File: src/rtl/cache_line_adaptor.sv
// -----------------------------------------------------------------------------
// cache_line_adaptor
//
// Purpose:
//   Bridges a 256-bit cache-line port to a 64-bit burst memory port. One line
//   request turns into exactly one 4-beat burst. Reads gather four beats into
//   the line buffer; writes present the buffered line one beat at a time.
//
// Ports:
//   clk          in   1    system clock
//   reset_n      in   1    asynchronous active-low reset
//   line_i       in  256   write line from cache
//   line_o       out 256   assembled read line to cache (the line buffer)
//   address_i    in   32   line address from cache
//   read_i       in   1    cache read request (level)
//   write_i      in   1    cache write request (level)
//   resp_o       out  1    one-cycle completion pulse to cache
//   burst_i      in   64   read beat from memory
//   burst_o      out  64   write beat to memory
//   address_o    out  32   latched line address to memory
//   read_o       out  1    memory read request
//   write_o      out  1    memory write request
//   resp_i       in   1    memory beat-valid, one beat per cycle while high
//   dbg_state_o  out  2    current FSM state, for checkers and debug
//
// Handshake:
//   Cache side: a request (read_i or write_i) is accepted on any rising edge
//   where the block is IDLE; it may then be dropped at any time. Completion is
//   signalled by a single-cycle resp_o. Read has priority if both are high.
//   Memory side: read_o / write_o act as "valid" for the whole burst and stay
//   high while memory waits or delivers. resp_i acts as the per-beat
//   "ready/valid": every rising edge with resp_i=1 moves exactly one beat, and
//   the request output drops on the edge that moves the fourth beat.
// -----------------------------------------------------------------------------
module cache_line_adaptor (
  input  logic         clk,
  input  logic         reset_n,
  input  logic [255:0] line_i,
  output logic [255:0] line_o,
  input  logic [31:0]  address_i,
  input  logic         read_i,
  input  logic         write_i,
  output logic         resp_o,
  input  logic [63:0]  burst_i,
  output logic [63:0]  burst_o,
  output logic [31:0]  address_o,
  output logic         read_o,
  output logic         write_o,
  input  logic         resp_i,
  output logic [1:0]   dbg_state_o
);

  typedef enum logic [1:0] {
    ST_IDLE  = 2'd0,
    ST_READ  = 2'd1,
    ST_WRITE = 2'd2,
    ST_DONE  = 2'd3
  } state_t;

  state_t       r_state;
  state_t       w_next_state;
  logic [1:0]   r_cnt;
  logic [255:0] r_buf;
  logic [31:0]  r_addr;

  logic         w_last_beat;
  logic [63:0]  w_cur_beat;

  // The fourth beat is the one that arrives while the counter already reads 3.
  assign w_last_beat = resp_i && (r_cnt == 2'd3);

  // Beat currently selected by the counter (beat 0 is the low 64 bits).
  always_comb begin
    w_cur_beat = r_buf[63:0];
    case (r_cnt)
      2'd0: w_cur_beat = r_buf[63:0];
      2'd1: w_cur_beat = r_buf[127:64];
      2'd2: w_cur_beat = r_buf[191:128];
      2'd3: w_cur_beat = r_buf[255:192];
      default: w_cur_beat = r_buf[63:0];
    endcase
  end

  // ---------------------------------------------------------------------------
  // FSM state register
  // ---------------------------------------------------------------------------
  always_ff @(posedge clk or negedge reset_n) begin
    if (!reset_n) begin
      r_state <= ST_IDLE;
    end else begin
      r_state <= w_next_state;
    end
  end

  // ---------------------------------------------------------------------------
  // FSM next-state logic
  // ---------------------------------------------------------------------------
  always_comb begin
    w_next_state = r_state;
    case (r_state)
      ST_IDLE: begin
        if (read_i) begin
          w_next_state = ST_READ;
        end else if (write_i) begin
          w_next_state = ST_WRITE;
        end
      end
      ST_READ: begin
        if (w_last_beat) begin
          w_next_state = ST_DONE;
        end
      end
      ST_WRITE: begin
        if (w_last_beat) begin
          w_next_state = ST_DONE;
        end
      end
      ST_DONE: begin
        // Requests are not looked at here; a still-high level request is
        // picked up again from IDLE on the following edge.
        w_next_state = ST_IDLE;
      end
      default: begin
        w_next_state = ST_IDLE;
      end
    endcase
  end

  // ---------------------------------------------------------------------------
  // Datapath: address latch, beat counter and line buffer
  // ---------------------------------------------------------------------------
  always_ff @(posedge clk or negedge reset_n) begin
    if (!reset_n) begin
      r_cnt  <= 2'd0;
      r_buf  <= '0;
      r_addr <= '0;
    end else begin
      case (r_state)
        ST_IDLE: begin
          if (read_i) begin
            // The buffer is not cleared on a read: every beat slot gets
            // overwritten before resp_o, so the old line stays visible until
            // then.
            r_addr <= address_i;
            r_cnt  <= 2'd0;
          end else if (write_i) begin
            r_addr <= address_i;
            r_buf  <= line_i;
            r_cnt  <= 2'd0;
          end
        end
        ST_READ: begin
          if (resp_i) begin
            case (r_cnt)
              2'd0: r_buf[63:0]    <= burst_i;
              2'd1: r_buf[127:64]  <= burst_i;
              2'd2: r_buf[191:128] <= burst_i;
              2'd3: r_buf[255:192] <= burst_i;
              default: r_buf[63:0] <= burst_i;
            endcase
            r_cnt <= r_cnt + 2'd1;
          end
        end
        ST_WRITE: begin
          if (resp_i) begin
            r_cnt <= r_cnt + 2'd1;
          end
        end
        default: begin
          // DONE: nothing to update; counter has wrapped back to 0.
        end
      endcase
    end
  end

  // ---------------------------------------------------------------------------
  // Outputs
  // ---------------------------------------------------------------------------
  assign read_o      = (r_state == ST_READ);
  assign write_o     = (r_state == ST_WRITE);
  assign resp_o      = (r_state == ST_DONE);
  assign address_o   = r_addr;
  assign line_o      = r_buf;
  // Driven only during a write burst so memory never sees stale line data.
  assign burst_o     = (r_state == ST_WRITE) ? w_cur_beat : 64'd0;
  assign dbg_state_o = r_state;

  // ---------------------------------------------------------------------------
  // Embedded protocol properties
  // ---------------------------------------------------------------------------
  a_req_exclusive : assert property (
    @(posedge clk) disable iff (!reset_n) !(read_o && write_o));

  a_resp_single : assert property (
    @(posedge clk) disable iff (!reset_n) resp_o |=> !resp_o);

  a_req_not_with_resp : assert property (
    @(posedge clk) disable iff (!reset_n) resp_o |-> !(read_o || write_o));

endmodule

File: config.mk
export PLATFORM = sky130hd
export DESIGN_NAME = cache_line_adaptor
export DESIGN_NICKNAME = d
export VERILOG_FILES = /design/src/rtl/cache_line_adaptor.sv
export SDC_FILE = /design/constraint.sdc
export NUM_CORES = 1
export LEC_CHECK = 0
export CAP_MARGIN = 20
export CORE_AREA = 2 2 275 277
export DETAILED_ROUTE_END_ITERATION = 8
export DIE_AREA = 0 0 277 279
export GPL_TIMING_DRIVEN = 1
export PLACE_DENSITY = 0.53
export SYNTH_ARGS = -nofsm -noshare
export SYNTH_HDL_FRONTEND = slang
export SYNTH_SLANG_ARGS = --single-unit
File: constraint.sdc
create_clock -name clk -period 6.05 [get_ports clk]
set_input_delay 1.21 -clock clk [delete_from_list [all_inputs] [get_ports clk]]
set_output_delay 1.21 -clock clk [all_outputs]
set_load 0.005 [all_outputs]
# [Yosys cells after proc, flatten, opt, wreduce, memory -nomap -nowiden]
# Index checks and enable logic that the tools add are counted.
[word_totals] register_bits=292 input_bits=357 output_inout_bits=357 wordCells=58
[classes] n_addsub=1 eq_ne=16 mux=20 n_reduce_logical=14
[ops] op="256-bit two-way mux" count=3
[ops] op="256-bit one-hot mux with 2 select lines" count=1
[ops] op="64-bit two-way mux" count=5
[ops] op="64-bit one-hot mux with 4 select lines" count=1
[ops] op="32-bit two-way mux" count=2
[ops] op="5-bit AND reduction" count=4
[ops] op="2-bit by 1-bit != test with 1-bit output, second input constant" count=7
[ops] op="2-bit two-way mux" count=6
[ops] op="2-bit equality test, second input constant" count=4
[ops] op="2-bit one-hot mux with 3 select lines" count=1
[ops] op="2-bit nonzero test" count=3
[ops] op="2-bit by 1-bit equality test with 1-bit output, second input constant" count=2
[ops] op="2-bit logical NOT" count=2
[ops] op="2-bit != test, second input constant" count=2
[ops] op="2-bit one-hot mux with 2 select lines" count=1
[ops] op="2-bit AND reduction" count=2
[ops] op="3-bit != test, second input constant" count=1
[ops] op="3-bit AND reduction" count=1
[ops] op="2-bit by 1-bit adder with 2-bit output, second input constant" count=1
[ops] op="2-bit OR reduction" count=1
[ops] op="1-bit logical AND" count=1

# [Logic depth before layout (Yosys ltp)]
[logic_depth] word_depth=4 ltp_mapped=9 mapped_depth_nobuf=5

# [Worst setup path before layout]
# No wires, ideal clock.
[synth_timing] path_type="reg-to-output" start="reg r_cnt[0]" end="out burst_o[53]" t_arrival_ns=1.602 slack_ns=3.238 stages_incl_launch_ff=8 path_cell_list="dfrtp_1 > inv_1 > ha_1 > clkbuf_1 > buf_1 > a222oi_1 > o21ai_0 > and2_1"
[synth_between] elab_chain_len=3 elab_cells_between_ends=6 cone_classes="eq/ne (3); mux (2); reduce/logical (1)"
[synth_lines] item="from (decl)" line="62" rtl="logic [1:0] r_cnt;"
[synth_lines] item="from (signal assigned)" line="161" rtl="r_cnt <= r_cnt + 2'd1;"
[synth_lines] item="from (signal assigned)" line="166" rtl="r_cnt <= r_cnt + 2'd1;"
[synth_lines] item="2-bit equality test (tied with other cells)" line="75" rtl="case (r_cnt)"
[synth_lines] item="64-bit one-hot mux with 4 select lines *" line="75"
[synth_lines] item="64-bit two-way mux *" line="185" rtl="assign burst_o = (r_state == ST_WRITE) ? w_cur_beat : 64'd0;"
[synth_lines] item="to (decl)" line="45" rtl="output logic [63:0] burst_o,"
# Every way passes the cells marked *; elsewhere a longest branch is shown, timed or not.

# [Worst setup path in the final report]
[layout_timing] start="reg r_cnt[1]" end="out burst_o[43]"
# Same word-level chain as after synthesis.

==> out/metrics.csv <==
metric,value,unit
status,finished clean,
maximum number of pins on one net before global-route repair,114,
number of maximum-capacitance violations,0,
clock tree skew after final layout,17.0,ps
Fmax achieved,220,MHz
final core utilization,0.355,
setup repair after global routing missed its margin,false,
clk slew on worst S/H paths,50,ps
DRT Wirelength,79.6,mm
effective utilization at floorplan,0.230,
count of final hold-check violations,0,
Main synth FF type,dfrtp_1,
part of the Yosys area used for sequential elements,0.429,
Wirelength per Cell,23.2,um
leftover overflow at the end of global routing,0,
total of cells resized after clock tree synthesis,0,
Num CTS Buffers,38,
Row Count,100,
post-route worst setup slack,1500,ps
worst-case clock buffer depth,3,
total instance count after detailed placement,3358,
clock tree from TritonCTS,yes,
"Max FO, Critical Path",43,
DRC viols,0,
post-detailed-route count of antenna-violating nets,0,
Post-Syn Nets,2185,
category of the worst setup path launch point,register,
power per unit of standard cell area,563,mW/mm2
tightest slew margin relative to the limit,0.296,
cell area after technology mapping,0.0170,mm2
Storage cell area,0.00731,mm2
fraction of synthesis flops using an asynchronous set or reset pin,1.00,
TritonRoute pass-1 iters,6,
post-route non-filler standard cell count,3430,
number of setup violations in the final report,0,
setup total negative slack,0,ps
I/O pin total,714,
Starting DRT DRC Count,1226,
number of antenna violations at the first check in global routing,12,
count of flip-flops with a built-in enable after synthesis,0,
via count,16929,
postcts setup bufs,0,
filler instances,7523,
WP data required,4840,ps
Worst Hold Class,register to register,
wire length of the first global-routing pass,117,mm
clock latency at the later pin of the worst-skew pair,540,ps
synthesized netlist cell count,1818,
routability-driven placement congestion ratio,0.864,
Critical Path Sink Type,output port,
maximum ir drop on the vdd rail,0.000388,V
pre-CTS setup slack,1760,ps
Tmin final,4550,ps
height of the chip,279,um
worst hold slack after final layout,503,ps
number of global-route vias before repair,17906,
placeable core area,0.0741,mm2
WP data arrival,3340,ps
final net count,2799,
area used by multi-input combinational logic,0.00806,mm2
layout-stage area growth over the synthesis result,54.1,%
number of buffers added on ports,713,
Leakage,10.9,nW
Slew @ Worst Pin,1050,ps
H-tree lvl count,2,
Syn Area/Cell,9.38,um2
x dimension of the die,277,um
GRT Overall Usage,0.198,
placed wire-length estimate after detailed placement,56.2,mm
share of layout cells above drive strength 1,0.126,
share of the clock period used by the worst path,0.752,
"leading cell type in the layout, fill and taps excluded",clkdlybuf4s50_1,
most frequent cells in the layout,"clkdlybuf4s50_1, dfrtp_1, inv_1",
count of hold buffers inserted by post-cts repair,0,
number of clock sinks seen by CTS,292,
crit path kind,register to output port,
number of synthesized register bits,292,
Yosys cell types,32,
Root Buffer Master,clkbuf_16,
Slew Limit Fails,0,
YS warnings,0,
DR vias/cell,4.94,
Die Footprint,0.0773,mm2
power by group:
group	internal, mW	switching [mW]	leakage (nW)
registers	3.03	1.03	3.47
clock network	1.34	0.910	0.601
logic	4.44	4.05	6.84
worst paths after layout:
path / startpoint / end / slack (ps) / cells past startpoint
setup reg to reg: dbg_state_o[1] / line_o[38] / 2560 / 6
max in group asynchronous: reset_n / line_o[22] / 4160 / 2
setup / recovery: r_cnt[1] / burst_o[43] / 1500 / 6
hold / removal: address_o[23] / address_o[23] / 500 / 1
hold reg to reg: address_o[23] / address_o[23] / 500 / 1
min in group asynchronous: reset_n / address_o[12] / 620 / 1
stage by stage:
| step | cell area (um2) | power [mW] |
|---|---|---|
| finish | 26300 | 14.8 |
| global route | 26300 | 15.8 |
| floorplan | 17000 | 8.15 |
| global placement | 25000 | 12.5 |
| detailed placement | 25000 | 12.6 |
| CTS | 26200 | 14.9 |
logic make-up (layout without fill, tap and decap cells):
group           after synthesis  after routing  share of synthesized area
fa+ha+maj                    10             10                    0.00734
buf+inv                     431           1072                      0.105
mux                         228            228                      0.150
other cells                   0              2                          0
flops                       292            292                      0.429
compound gates              527            527                      0.216
simple gates                330            330                     0.0930
final cells by class:
class	count	share of cell area
Multi-Input combinational cell	1095	0.307
Timing Repair Buffer	743	0.285
Sequential cell	292	0.278
Tap cell	969	0.0462
Clock buffer	59	0.0435
Inverter	262	0.0376
Clock inverter	8	0.00276
Antenna cell	2	0.000191
critical path, stage by stage (launching register included):
cell and delay, ps:
dfrtp_1 460, inv_1 190, ha_4 720, a222oi_1 200, o21ai_0 500, and2_1 210
clkdlybuf4s50_1 510
Yosys cell counts, types with 2 or more instances:
cell | instances | area (um2)
a222oi_1 | 64 | 641
inv_1 | 261 | 980
and3_1 | 64 | 400
clkbuf_1 | 119 | 447
mux2_2 | 204 | 2300
o2111ai_1 | 128 | 1120
nor2b_1 | 2 | 12.5
o211ai_1 | 64 | 480
nand2_1 | 195 | 732
o21ai_0 | 258 | 1290
nand2b_1 | 2 | 12.5
dfrtp_1 | 292 | 7310
buf_1 | 7 | 26.3
a21boi_2 | 3 | 33.8
a211oi_4 | 3 | 60.1
ha_1 | 10 | 125
a22o_1 | 2 | 17.5
buf_6 | 18 | 203
buf_2 | 24 | 120
and2_1 | 64 | 400
mux2_1 | 21 | 236
mux2i_1 | 3 | 30.0
per-layer routing:
| metal | global-route usage | share of wire | vias to the layer above |
|---|---|---|---|
| met3 | 0.0513 | 0.073 | 137 |
| met4 | 0.0679 | 0.031 | 16 |
| met2 | 0.350 | 0.51 | 720 |
| met5 | 0 | 0.0011 | - |
| met1 | 0.232 | 0.39 | 8346 |
| li1 | - | - | 7710 |
registers in the layout, indices dropped and copies added (netlist names):
signal,cells
address_o,32
dbg_state_o,2
line_o,256
r_cnt,2
Note: power is estimated with default switching activity, not from simulation.
